<file path="config.mk">
export PLATFORM = sky130hd
export DESIGN_NAME = z_csa_pipe
export DESIGN_NICKNAME = d
export VERILOG_FILES = /design/src/rtl/z_csa_pipe.sv
export SDC_FILE = /design/constraint.sdc
export NUM_CORES = 1
export LEC_CHECK = 0
export BUFFER_PORTS_ARGS = -buffer_cell sky130_fd_sc_hd__buf_2
export CORE_ASPECT_RATIO = 1.4
export CORE_MARGIN = 5
export CORE_UTILIZATION = 44
export DETAILED_ROUTE_END_ITERATION = 7
export GPL_TIMING_DRIVEN = 0
export HOLD_SLACK_MARGIN = 0.03
export PLACE_DENSITY = 0.7
export SLEW_MARGIN = 20
export SYNTH_ARGS = -nofsm -noshare
export SYNTH_HDL_FRONTEND = slang
export SYNTH_SLANG_ARGS = --single-unit
</file>
<file path="constraint.sdc">
create_clock -name clk -period 3.1 [get_ports clk]
set_input_delay 0.31 -clock clk [delete_from_list [all_inputs] [get_ports clk]]
set_output_delay 0.31 -clock clk [all_outputs]
set_load 0.1 [all_outputs]
</file>
<file path="src/rtl/z_csa_pipe.sv">
// z_csa_pipe: pipelined carry-select adder/subtractor.
// One BLOCK-bit slice per stage, global-stall valid/ready flow control.
module z_csa_pipe #(
    parameter int WIDTH = 16,
    parameter int BLOCK = 4
) (
    input  logic             clk,
    input  logic             rst,
    input  logic             in_valid,
    output logic             in_ready,
    input  logic [WIDTH-1:0] a,
    input  logic [WIDTH-1:0] b,
    input  logic             c_in,
    input  logic             sub,
    output logic             out_valid,
    input  logic             out_ready,
    output logic [WIDTH-1:0] sum,
    output logic             c_out,
    output logic             ovf
);

    localparam int NSTG = WIDTH / BLOCK;

    logic             adv;
    logic             acc;
    logic [WIDTH-1:0] b_e;
    logic             ci_e;

    // BLOCK-bit ripple chain; returns {carry_out, sum}
    function automatic logic [BLOCK:0] ripple(
        input logic [BLOCK-1:0] x,
        input logic [BLOCK-1:0] y,
        input logic             ci
    );
        logic [BLOCK:0]   c;
        logic [BLOCK-1:0] s;
        c[0] = ci;
        for (int i = 0; i < BLOCK; i++) begin
            s[i]   = x[i] ^ y[i] ^ c[i];
            c[i+1] = (x[i] & y[i]) | (c[i] & (x[i] ^ y[i]));
        end
        return {c[BLOCK], s};
    endfunction

    // The whole pipe advances together; stall only when the output is held
    assign adv  = !out_valid || out_ready;
    assign in_ready = adv;
    assign acc  = in_valid && adv;
    assign b_e  = sub ? ~b : b;
    assign ci_e = sub | c_in;

    for (genvar k = 0; k < NSTG; k++) begin : g_stg
        localparam int LO = (k + 1) * BLOCK;
        localparam int HI = WIDTH - LO;

        logic [BLOCK-1:0] x;
        logic [BLOCK-1:0] y;
        logic             ci;
        logic             pv;
        logic [BLOCK:0]   r0;
        logic [BLOCK:0]   r1;
        logic [BLOCK:0]   rs;
        logic [LO-1:0]    s_d;
        logic             v_q;
        logic             c_q;
        logic [LO-1:0]    s_q;

        if (k == 0) begin : g_in
            assign x   = a[BLOCK-1:0];
            assign y   = b_e[BLOCK-1:0];
            assign ci  = ci_e;
            assign pv  = acc;
            assign s_d = rs[BLOCK-1:0];
        end else begin : g_in
            assign x   = g_stg[k-1].g_up.a_q[BLOCK-1:0];
            assign y   = g_stg[k-1].g_up.b_q[BLOCK-1:0];
            assign ci  = g_stg[k-1].c_q;
            assign pv  = g_stg[k-1].v_q;
            assign s_d = {rs[BLOCK-1:0], g_stg[k-1].s_q};
        end

        // Both carry hypotheses; the registered carry picks one
        assign r0 = ripple(x, y, 1'b0);
        assign r1 = ripple(x, y, 1'b1);
        assign rs = ci ? r1 : r0;

        // Valid bit shifts on every advance, bubbles included
        always_ff @(posedge clk) begin
            if (rst) begin
                v_q <= 1'b0;
            end else if (adv) begin
                v_q <= pv;
            end
        end

        // Data only loads for real operations so outputs hold over bubbles
        always_ff @(posedge clk) begin
            if (rst) begin
                c_q <= 1'b0;
                s_q <= '0;
            end else if (adv && pv) begin
                c_q <= rs[BLOCK];
                s_q <= s_d;
            end
        end

        if (k < NSTG - 1) begin : g_up
            logic [HI-1:0] a_d;
            logic [HI-1:0] b_d;
            logic [HI-1:0] a_q;
            logic [HI-1:0] b_q;

            if (k == 0) begin : g_src
                assign a_d = a[WIDTH-1:BLOCK];
                assign b_d = b_e[WIDTH-1:BLOCK];
            end else begin : g_src
                assign a_d = g_stg[k-1].g_up.a_q[HI+BLOCK-1:BLOCK];
                assign b_d = g_stg[k-1].g_up.b_q[HI+BLOCK-1:BLOCK];
            end

            // Carry the not-yet-added operand bits down the pipe
            always_ff @(posedge clk) begin
                if (rst) begin
                    a_q <= '0;
                    b_q <= '0;
                end else if (adv && pv) begin
                    a_q <= a_d;
                    b_q <= b_d;
                end
            end
        end

        if (k == NSTG - 1) begin : g_last
            logic cm;
            logic o_q;

            // Carry into the MSB recovered from the MSB sum bit
            assign cm = x[BLOCK-1] ^ y[BLOCK-1] ^ rs[BLOCK-1];

            // Overflow flag registered alongside the final sum
            always_ff @(posedge clk) begin
                if (rst) begin
                    o_q <= 1'b0;
                end else if (adv && pv) begin
                    o_q <= rs[BLOCK] ^ cm;
                end
            end
        end
    end

    assign out_valid = g_stg[NSTG-1].v_q;
    assign sum       = g_stg[NSTG-1].s_q;
    assign c_out     = g_stg[NSTG-1].c_q;
    assign ovf       = g_stg[NSTG-1].g_last.o_q;

endmodule
</file>
==> flow_summary_export.csv <==
group,metric,value,unit
critical_path,crit_type,"in2reg",
pwr,p_leak,0.00194,uW
pwr,p_sw_share,24.5,%
final_layout,diodes,0,
clock_tree,h-tree-depth,3,
final_layout,nets,617,
final_layout,final_area,5170,um2
sta,period_needed,2.58,ns
floorplanning,chipWidth,94.6,um
clock_tree,clock_sinks,97,
routing,routed_via_density,5.38,
critical_path,crit_path_top_delay_cell,"fa_1",
clock_tree,cts-root-buf,"clkbuf_16",
final_layout,synthToLayoutAreaGrowth,17.4,%
critical_path,crit_buf_inv,5,
sta,slew_violations,0,
synth,ys.flop_type,"dfxtp_1",
placed_design,port_buffers,55,
sta,finalSetupTns,0,ns
synth,yosys_warnings,0,
clock_tree,post_cts_buffers,0,
routing,dr.pass1.iters,4,
synth,async_flop_share,0,%
synth,yosysTopAreaCell,"dfxtp_1",
synth,synth_area_leaders,"dfxtp_1, a21oi_1, nand3_1",
clock_tree,cts_buffers,9,
clock_tree,cts_hold_buffers,0,
pwr,switchingPower,684,uW
routing,wl_per_cell,16.0,um
pwr,power_density,541,nW/um2
floorplanning,rows,43,
synth,yosys.cell_types.count,29,
global_route,use_met3,3.86,%
critical_path,worstPathRequired,3.31,ns
routing,drc,0,
floorplanning,top_level_ports,58,
global_route,grt_max_degree,17,
global_route,grt_pass1_vias,3880,
sta,max_freq,387,MHz
critical_path,path_delay_family,"adder cells",
routing,wl,11.2,mm
pwr,clock_power_share,42.5,%
pwr,peakVddDrop,0.291,mV
critical_path,worstPathArrival,2.79,ns
global_route,grt_pass1_wl,19.1,mm
routing,drtIter0Drc,226,
sta,hold_violations,0,
global_route,antenna_found_initial,0,
clock_tree,cts_tree,"built",
critical_path,cp_max_fo,10,
placed_design,hpwl,8.59,mm
sta,period_share,83.3,%
critical_path,cp-start-kind,"primary input",
critical_path,endpoint_kind,"flip-flop",
floorplanning,start_util,44.7,%
synth,postSynthCellCount,492,
synth,syn_avg_cell_area,8.95,um2
synth,synth_edf_count,0,
routing,ant_nets,0,
synth,yosysSeqAreaShare,44.1,%
sta,rsz0062_at_grt,"no",
sta,setup_ws,0.517,ns
critical_path,cpPeakStageDelay,0.41,ns
critical_path,worstPathCellList,"buf_2 > buf_6 > buf_6 > xor2_1 > inv_1 > ha_1 > o21ai_0 > o31ai_1 > fa_1 > fa_1 > inv_1 > fa_1 > nand3_1 > a21oi_1",
final_layout,final_cell_mix,"dfxtp_1, a21oi_1, buf_2",
pwr,p_int,2110,uW
clock_tree,clk_latency,0.35,ns
final_layout,drive_above_1_share,20.1,%
global_route,overflow,0,
synth,syn-num-nets,551,
floorplanning,die_h,128,um
sta,worst_clock_skew,0.00702,ns
placed_design,routabilityCongestion,0.887,
clock_tree,clockBufferDepth,2,
sta,worst_pin_slew,0.629,ns
synth,synth_area,4400,um2
floorplanning,die_area,12100,um2
clock_tree,cts-resized-gates,0,
final_layout,final_common_cell,"dfxtp_1",
global_route,busiest_layer,"met2",
placed_design,dp_slack,0.123,ns
critical_path,path_common_cell,"fa_1",
pwr,seq_power_share,47.5,%
run_status,outcome,"finished clean",
synth,synthDominantCellAreaShare,44.1,%
worst_hold_path,holdCritPathClass,"in2reg",
global_route,grt_use_met1,23.0,%
global_route,use_met2,35.6,%
flow_run,maxCapViolations,0,
global_route,grtUsageTotal,20.2,%
sta,setup_viol,0,
clock_tree,cts.reportedPaths.clkPinSlew,0.07,ns
synth,ys_seq_elements,97,
pwr,p_comb_share,10.0,%
sta,relSlewSlack,58.1,%
floorplanning,core,9850,um2
routing,num_vias,3758,
placed_design,placedInstanceArea,4850,um2
[through the flow]
stage / hold slack, ns / total power, uW / cells / util, %
6_report: 0.208 / 2790 / 698 / 52.5
2_1_floorplan: 0.440 / 1540 / 492 / -
3_5_place_dp: 0.462 / 1640 / 682 / 49.2
3_3_place_gp: 0.448 / 1620 / 682 / 49.2
4_1_cts: 0.199 / 2810 / 698 / 52.5
5_1_grt: 0.204 / 2910 / 698 / 52.5
[logic make-up after synthesis]
family	count (synthesis)	synth area share, %
XOR/XNOR	20	4.32
flip-flops	97	44.1
AND/OR/NAND/NOR	83	9.43
adder cells (fa/ha/maj)	21	8.01
buffers and inverters	78	9.83
multiplexers	1	0.227
AO/OA/AOI/OAI	192	24.1
[layout make-up]
type,instances,area (um2)
multi-input cells,317,2030
flip-flops and latches,97,1940
fillers,980,4680
repair buffers,55,275
well taps,135,169
clock buffers,9,225
clock inverters,7,95.1
inverters,29,114
plain buffers,49,319
[worst reg2reg max path, cell delays in order, from the launching register on]
cell and delay, ns:
dfxtp_1 0.35, ha_1 0.22, nor2_1 0.11, a21oi_1 0.07, fa_1 0.39, fa_1 0.39
inv_1 0.08, fa_1 0.44, xor3_1 0.21, nand3_1 0.07, a21oi_1 0.14
[synthesized netlist by cell type (all sizes together), types with 2 or more instances]
library cell  instances
xor2                  5
a311oi               10
nand2                 7
nor2                  2
dfxtp                97
nand3                68
nor3                  3
a211oi               14
buf                  36
clkbuf               13
inv                  29
ha                    9
xnor2                14
a21oi                95
fa                   12
o21ai                72
[worst paths after layout]
check | start | end | slack [ns] | cells past startpoint
max reg2reg | g_stg[2].g_up.a_q[0] | ovf | 0.54 | 10
min | a[5] | g_stg[0].g_up.a_q[1] | 0.21 | 3
min reg2reg | g_stg[0].g_up.b_q[7] | g_stg[1].g_up.b_q[3] | 0.47 | 2
max | sub | g_stg[0].s_q[3] | 0.52 | 14
[flip-flops by register name, summed over array words and instances (netlist names)]
name            flops
out_valid           1
g_stg.v_q           3
g_stg.g_up.a_q     24
g_stg.c_q           3
sum                16
g_stg.g_up.b_q     24
ovf                 1
g_stg.s_q          24
c_out               1
[power by group through the flow]
stage          clock [uW]  sequential [uW]  combinational [uW]
6_report             1190             1330                 278
5_1_grt              1270             1330                 315
4_1_cts              1200             1330                 281
3_5_place_dp            0             1360                 280
3_3_place_gp            0             1350                 270
2_1_floorplan           0             1360                 183
[layer usage]
metal	vias up	part of all wire [%]
li1	1854	-
met1	1776	39
met2	101	52
met3	27	4.7
met4	0	4.3
met5	-	0
Note: power is estimated with default switching activity, not from simulation.
